===== config.mk =====
export PLATFORM = sky130hd
export DESIGN_NAME = iob_axis_word_unpack
export DESIGN_NICKNAME = d
export VERILOG_FILES = /design/src/rtl/iob_axis_word_unpack.sv
export SDC_FILE = /design/constraint.sdc
export NUM_CORES = 1
export LEC_CHECK = 0
export ABC_CLOCK_PERIOD_IN_PS = 3800
export CORE_ASPECT_RATIO = 0.6
export CORE_UTILIZATION = 46
export DETAILED_ROUTE_END_ITERATION = 8
export DONT_BUFFER_PORTS = 1
export SLEW_MARGIN = 20
export SYNTH_ARGS = -nofsm -noshare
export SYNTH_HDL_FRONTEND = slang
export SYNTH_SLANG_ARGS = --single-unit

===== constraint.sdc =====
create_clock -name clk_i -period 3.8 [get_ports clk_i]
set_input_delay 0.76 -clock clk_i [delete_from_list [all_inputs] [get_ports clk_i]]
set_output_delay 0.76 -clock clk_i [all_outputs]
set_load 0.01 [all_outputs]

===== src/rtl/iob_axis_word_unpack.sv =====
// -----------------------------------------------------------------------------
// iob_axis_word_unpack
//
// Purpose:
//   Takes DATA_W-wide words from the AXI-stream input peripheral's system-stream
//   side and re-emits them as a TDATA_W-wide AXI stream. Each word carries
//   R = DATA_W/TDATA_W beats, lane 0 in the LSBs. The frame length (in beats)
//   is taken from len_i when the first word of a frame is accepted. tlast is
//   asserted on the final beat. Lanes of the final word beyond the frame end
//   are padding inserted upstream and are dropped, which restores the frame.
//
// Ports:
//   clk_i         clock, single domain
//   rst_i         synchronous, active-high reset
//   en_i          enables acceptance of new input words (a held word always drains)
//   len_i         frame length in TDATA_W beats, captured at the first word
//   in_tvalid_i   input word valid
//   in_tdata_i    input word, lane p at bits [p*TDATA_W +: TDATA_W]
//   in_tready_o   input word ready
//   out_tvalid_o  output beat valid
//   out_tdata_o   output beat data
//   out_tlast_o   last beat of the frame
//   out_tready_i  output beat ready
//   busy_o        a frame is in progress
//   done_o        one-cycle pulse the cycle after the tlast handshake
//   beat_count_o  beats emitted in the current or most recent frame
// -----------------------------------------------------------------------------
module iob_axis_word_unpack #(
    parameter int DATA_W  = 32,
    parameter int TDATA_W = 8,
    parameter int LEN_W   = 16
) (
    input  logic               clk_i,
    input  logic               rst_i,
    input  logic               en_i,
    input  logic [LEN_W-1:0]   len_i,
    input  logic               in_tvalid_i,
    input  logic [DATA_W-1:0]  in_tdata_i,
    output logic               in_tready_o,
    output logic               out_tvalid_o,
    output logic [TDATA_W-1:0] out_tdata_o,
    output logic               out_tlast_o,
    input  logic               out_tready_i,
    output logic               busy_o,
    output logic               done_o,
    output logic [LEN_W-1:0]   beat_count_o
);

    localparam int R  = DATA_W / TDATA_W;
    localparam int LW = $clog2(R);
    localparam logic [LW-1:0] LANE_LAST = LW'(R - 1);

    // Lane indexing relies on R being a power of two so that lane_idx wraps
    // naturally from R-1 to 0.
    generate
        if ((DATA_W % TDATA_W) != 0 || R < 2 || (R & (R - 1)) != 0) begin : g_bad_params
            $error("iob_axis_word_unpack: DATA_W/TDATA_W must be a power of two >= 2");
        end
    endgenerate

    // -------------------------------------------------------------------------
    // State
    // -------------------------------------------------------------------------
    logic [DATA_W-1:0] hold;
    logic              hold_valid;
    logic [LW-1:0]     lane_idx;
    logic [LEN_W-1:0]  frame_len;
    logic [LEN_W-1:0]  beat_cnt;
    logic [LEN_W-1:0]  beat_count;
    logic              busy;
    logic              done;

    // -------------------------------------------------------------------------
    // Handshake decode
    // -------------------------------------------------------------------------
    logic hs_out;
    logic hs_in;
    logic at_last_lane;
    logic is_last_beat;
    logic word_drained;
    logic frame_end;
    logic new_frame;
    logic len_ok;

    assign hs_out       = hold_valid & out_tready_i;
    assign at_last_lane = (lane_idx == LANE_LAST);
    assign is_last_beat = (beat_cnt == (frame_len - LEN_W'(1)));

    assign out_tvalid_o = hold_valid;
    assign out_tlast_o  = hold_valid & is_last_beat;

    // The held word is finished when its final lane leaves, or earlier when
    // the frame ends and the remaining lanes are padding.
    assign word_drained = hs_out & (at_last_lane | out_tlast_o);

    // A zero length can never produce a tlast, so no frame may start with it.
    assign len_ok = (len_i != '0);

    // Combinational from out_tready_i so the next word can load in the same
    // cycle the current one drains (no bubble between words or frames).
    assign in_tready_o = en_i & len_ok & (~hold_valid | word_drained);
    assign hs_in       = in_tvalid_i & in_tready_o;

    assign frame_end = hs_out & out_tlast_o;
    // A word accepted while idle, or in the same cycle the previous frame
    // ends, opens a new frame; otherwise it continues the current one.
    assign new_frame = hs_in & (~busy | frame_end);

    // -------------------------------------------------------------------------
    // Lane select
    // -------------------------------------------------------------------------
    always_comb begin
        out_tdata_o = hold[TDATA_W-1:0];
        for (int p = 0; p < R; p++) begin
            if (lane_idx == LW'(p)) begin
                out_tdata_o = hold[p*TDATA_W +: TDATA_W];
            end
        end
    end

    // -------------------------------------------------------------------------
    // Word holding register and lane pointer
    // -------------------------------------------------------------------------
    always_ff @(posedge clk_i) begin
        if (rst_i) begin
            hold       <= '0;
            hold_valid <= 1'b0;
            lane_idx   <= '0;
        end else begin
            if (frame_end) begin
                // Remaining lanes are padding: discard the word.
                hold_valid <= 1'b0;
            end else if (hs_out) begin
                lane_idx <= lane_idx + 1'b1;
                if (at_last_lane) begin
                    hold_valid <= 1'b0;
                end
            end
            // A new word takes priority over the drain above.
            if (hs_in) begin
                hold       <= in_tdata_i;
                hold_valid <= 1'b1;
                lane_idx   <= '0;
            end
        end
    end

    // -------------------------------------------------------------------------
    // Frame tracking: length, beat counters, busy and done
    // -------------------------------------------------------------------------
    always_ff @(posedge clk_i) begin
        if (rst_i) begin
            frame_len  <= '0;
            beat_cnt   <= '0;
            beat_count <= '0;
            busy       <= 1'b0;
            done       <= 1'b0;
        end else begin
            done <= 1'b0;
            if (frame_end) begin
                busy       <= 1'b0;
                done       <= 1'b1;
                beat_count <= frame_len;
            end else if (hs_out) begin
                beat_cnt   <= beat_cnt + 1'b1;
                beat_count <= beat_count + 1'b1;
            end
            // New-frame setup overrides the frame-end bookkeeping above.
            if (new_frame) begin
                frame_len  <= len_i;
                beat_cnt   <= '0;
                beat_count <= '0;
                busy       <= 1'b1;
            end
        end
    end

    assign busy_o       = busy;
    assign done_o       = done;
    assign beat_count_o = beat_count;

endmodule


==> results.md <==
Status:
- The run finished with clean final reports.

Critical path:
- Counting buffers and inverters, the worst setup path is 9 cells deep.
- The register-to-register setup slack is 0.48 ns.
- The startpoint identified for the worst register-to-register timing path is frame_len[4].
- The worst setup path is captured at an output port.
- The largest single stage delay on the critical path is 0.55 ns.
- Tracing the worst setup path back leads to its startpoint at frame_len[12].
- The length in cells of the worst reg-to-reg path is 12.
- The number of buffer and inverter instances along the worst setup path is 1.
- Data arrives at the worst endpoint at 2.91 ns.
- On the critical path the largest part of the delay comes from simple AND/OR/NAND/NOR gates.
- STA classifies the critical path startpoint as a flop.
- The worst register-to-register path ends at lane_idx[1].
- The most critical setup path has its endpoint at in_tready_o.
- At the worst endpoint, the required time is 3.04 ns.
- The worst setup path is of the reg -> out kind.
- Of all nets on the critical path, the largest fanout is 2.
- The standard cell with the maximum stage delay on the critical path is sky130_fd_sc_hd__or4_1.
- The critical path goes through nor4_4, nand4b_1, and2_1, or4_1, or3_4, nor2_8, o21ai_1, a21boi_1, buf_4.

Clock network:
- Counting along the longest clock path gives a buffer depth of 2.
- The H-tree generated during clock tree synthesis spans 3 levels.
- The clock insertion delay at the later pin of the skew report is 0.34 ns.
- The clock sink total is 85.
- The CTS tree is built.
- Clock tree synthesis selected as its root buffer the cell sky130_fd_sc_hd__clkbuf_16.
- The CTS clock-pin slew for the worst setup and hold paths is 0.07 ns.
- TritonCTS created 9 clock buffers.

Routing:
- The via count normalized by instance count is 5.85.
- The average wire per standard cell is 19.5 um.
- The antenna violation net count after detailed routing is 0.
- In this run, the number of DRC markers left after iteration 0 of detailed routing was 245.
- The vias after detailed routing is 4376.
- The detailed-router iteration count before antenna repair is 5.
- The DRC violations left is 0.
- The routed wire length is 14600 um.

Global routing:
- The number of global-route vias before repair is 3913.
- The global-route met2 utilization is 34.4%.
- Entering global routing, the biggest net connects 72 pins.
- The global routing stage identified its most utilized layer as met1.
- In the global route stage, overall resource usage came out at 26.4%.
- In the global route stage, met3 resource usage came out at 10.9%.
- For this run the aggregate overflow at the end of global routing stands at 0.
- The initial antenna violation count is 0.
- For met1 alone, demand over resource in global routing was 38.7%.
- The first global-routing pass estimated 21700 um of wire.

Pwr:
- For this design the static power due to leakage is 0.00213 uW.
- The design draws 2210 uW.
- Power spread over the standard cell area amounts to 399 nW/um^2.
- Across the VDD grid, the largest voltage drop is 0.000257 V.

STA:
- Setup repair after global routing left no endpoint under its margin.
- The maximum operating frequency is 0.272 GHz.
- The final critical-path share of the clock period is 96.6%.
- The clock arrives with 0.00489 ns of skew.
- After layout, the minimum clock period comes to 3.67 ns.
- On the final layout, the worst hold slack is 0.460 ns.
- The count of endpoints failing setup in the final report is 0.
- In the final timing run, aggregate negative setup slack is 0 ns.
- The final number of hold-violating endpoints is 0.
- The final count of pins violating max slew is 0.
- For the pin with the worst max-slew slack, the measured transition is 0.872 ns.
- The headroom to the max-slew limit is 41.9%.

Synthesis:
- The synthesized area is 5000 um^2.
- The share of synthesized area in the top cell type comes to 34.0%.
- During synthesis, Yosys emitted a total of 0 warnings.
- Sequential elements use 34.0% of the synthesized area.
- The biggest area contributor in the post-synthesis netlist is sky130_fd_sc_hd__dfxtp_1.
- By area the synthesized netlist is led by sky130_fd_sc_hd__dfxtp_1 34%, sky130_fd_sc_hd__mux2i_1 8.6%, sky130_fd_sc_hd__nand2_1 7.5%, sky130_fd_sc_hd__xor2_1 3.7%, sky130_fd_sc_hd__nor2_1 3.4%.
- The netlist uses 70 different library cells.
- The number of nets in the synthesized netlist is 664.
- In this run, synthesis inferred 0 flip-flops with an integrated enable.
- A synthesized cell averages 8.26 um^2.
- For this run, the leading register cell type out of synthesis is sky130_fd_sc_hd__dfxtp_1.
- The cell count after synthesis came out at 605.
- The number of register bits inferred by synthesis is 85.
- The fraction of registers with async set or reset after synthesis is 0%.

Final layout:
- The layout cell share with drive strength beyond 1 is 12.0%.
- The final non-filler cell area is 5530 um^2.
- Compared with the post-synthesis result, the final layout area differs by 10.6%.
- The number of nets in the layout is 663.
- The library cells used most frequently in the layout, excluding fill and tap cells, are 100 x sky130_fd_sc_hd__nand2_1, 81 x sky130_fd_sc_hd__dfxtp_1, 45 x sky130_fd_sc_hd__nor2_1.
- The total inserted antenna cells is 0.
- The number of fill cells is 1010.
- Leaving out fill and tap cells, the most frequent cell in the layout is sky130_fd_sc_hd__nand2_1.
- The share of the core filled with cells in the final layout is 52.3%.

Floorplan:
- The core outline area is 10600 um^2.
- The number of standard-cell rows in the floorplan is 29.
- The starting utilization of the core area is 47.3%.
- The die covers 11300 um^2.
- The die is 82.7 um tall.
- The die outline width is 137 um.
- The boundary pin count is 82.

Placed design:
- The count of buffers added on input and output ports is 0.
- The placed standard-cell area is 5160 um^2.
- The detailed placer's ending HPWL is 10800 um.
- The final weighted congestion in routability-driven placement is 0.933.

Worst hold path:
- The path class of the tightest hold or removal check is reg -> reg.

Job:
- Across the run, the number of max-cap violations was 0.
## worst min-delay path: cells and delay by family, from the launching register on
family | cells | cell delay, ns
DFF | 1 | 0.31
muxes | 1 | 0.05
and+or+nand+nor | 1 | 0.05
## synth_stat cells, types with 8 or more instances
cell and instances:
sky130_fd_sc_hd__nand2_1 100, sky130_fd_sc_hd__buf_2 8, sky130_fd_sc_hd__a211oi_1 9, sky130_fd_sc_hd__xor2_1 21, sky130_fd_sc_hd__mux2i_1 43, sky130_fd_sc_hd__nor3_1 14
sky130_fd_sc_hd__nor2_1 45, sky130_fd_sc_hd__and3_1 18, sky130_fd_sc_hd__xnor2_1 19, sky130_fd_sc_hd__nand4_1 8, sky130_fd_sc_hd__a21oi_1 24, sky130_fd_sc_hd__a21boi_0 13
sky130_fd_sc_hd__o21ai_0 20, sky130_fd_sc_hd__nand3_1 16, sky130_fd_sc_hd__clkbuf_1 26, sky130_fd_sc_hd__dfxtp_1 85, sky130_fd_sc_hd__nor4_1 8, sky130_fd_sc_hd__inv_1 13
## cell families after synthesis
logic type	after synthesis	synth area share (%)
compound gates	121	16.9
xor+xnor	41	7.46
fa+ha+maj	6	1.50
buf+inv	58	6.46
flops	85	34.0
mux	44	8.84
simple gates	250	24.8
## through the flow
step / setup WS, ns / std cells
2_1_floorplan: 0.389 / 605
3_3_place_gp: 0.200 / 731
3_5_place_dp: 0.161 / 731
4_1_cts: 0.00536 / 748
5_1_grt: 0.0310 / 748
6_report: 0.129 / 748
## layer usage
layer  vias to the layer above  share of wire (%)  routed length (um)
li1                       2130                  -                   -
met1                      2068                 51                7490
met2                       164                 37                5400
met3                        14                 10                1530
met4                         0                1.0                 145
met5                         -                  0                   0
## sequential cells by signal (all words and copies together), names as in the netlist
name          flops
frame_len        16
beat_count_o     16
lane_idx          2
out_tvalid_o      1
done_o            1
busy_o            1
hold             32
beat_cnt         16
## power breakdown
part	internal [uW]	switching (uW)	total [uW]	leakage [uW]
registers	922	33.3	956	0.000692
logic	148	201	349	0.00129
clock network	517	386	903	0.000145
total	1590	620	2210	0.00213
## how the worst min path moves through the flow
stage	cells after the start	startpoint	slack (ns)	to
after floorplan	2	hold[0]	0.43	hold[0]
after global placement	2	hold[15]	0.44	hold[15]
after detailed placement	2	hold[28]	0.45	hold[28]
after CTS	2	hold[4]	0.46	hold[4]
after global routing	1	rst_i	0.47	busy_o
final	2	hold[15]	0.46	hold[15]
## area by class of cell
cell class,instances,area (um^2),share of cell area (%)
tap,139,174,3.15
timing repair buffer,32,265,4.80
multi-input combinational,462,3030,54.8
sequential,85,1710,30.9
clock inverter,6,71.3,1.29
inverter,14,53.8,0.974
clock buffer,10,229,4.14
## what timing repair did
| item | in CTS | in global routing |
|---|---|---|
| pin swaps | 0 | 5 |
| resized for setup | 5 | 9 |
| setup endpoints to repair | 1 | 1 |
| buffers inserted | 1 | 0 |
| hold buffers | 0 | 0 |
Power figures use the tool's default switching activity.
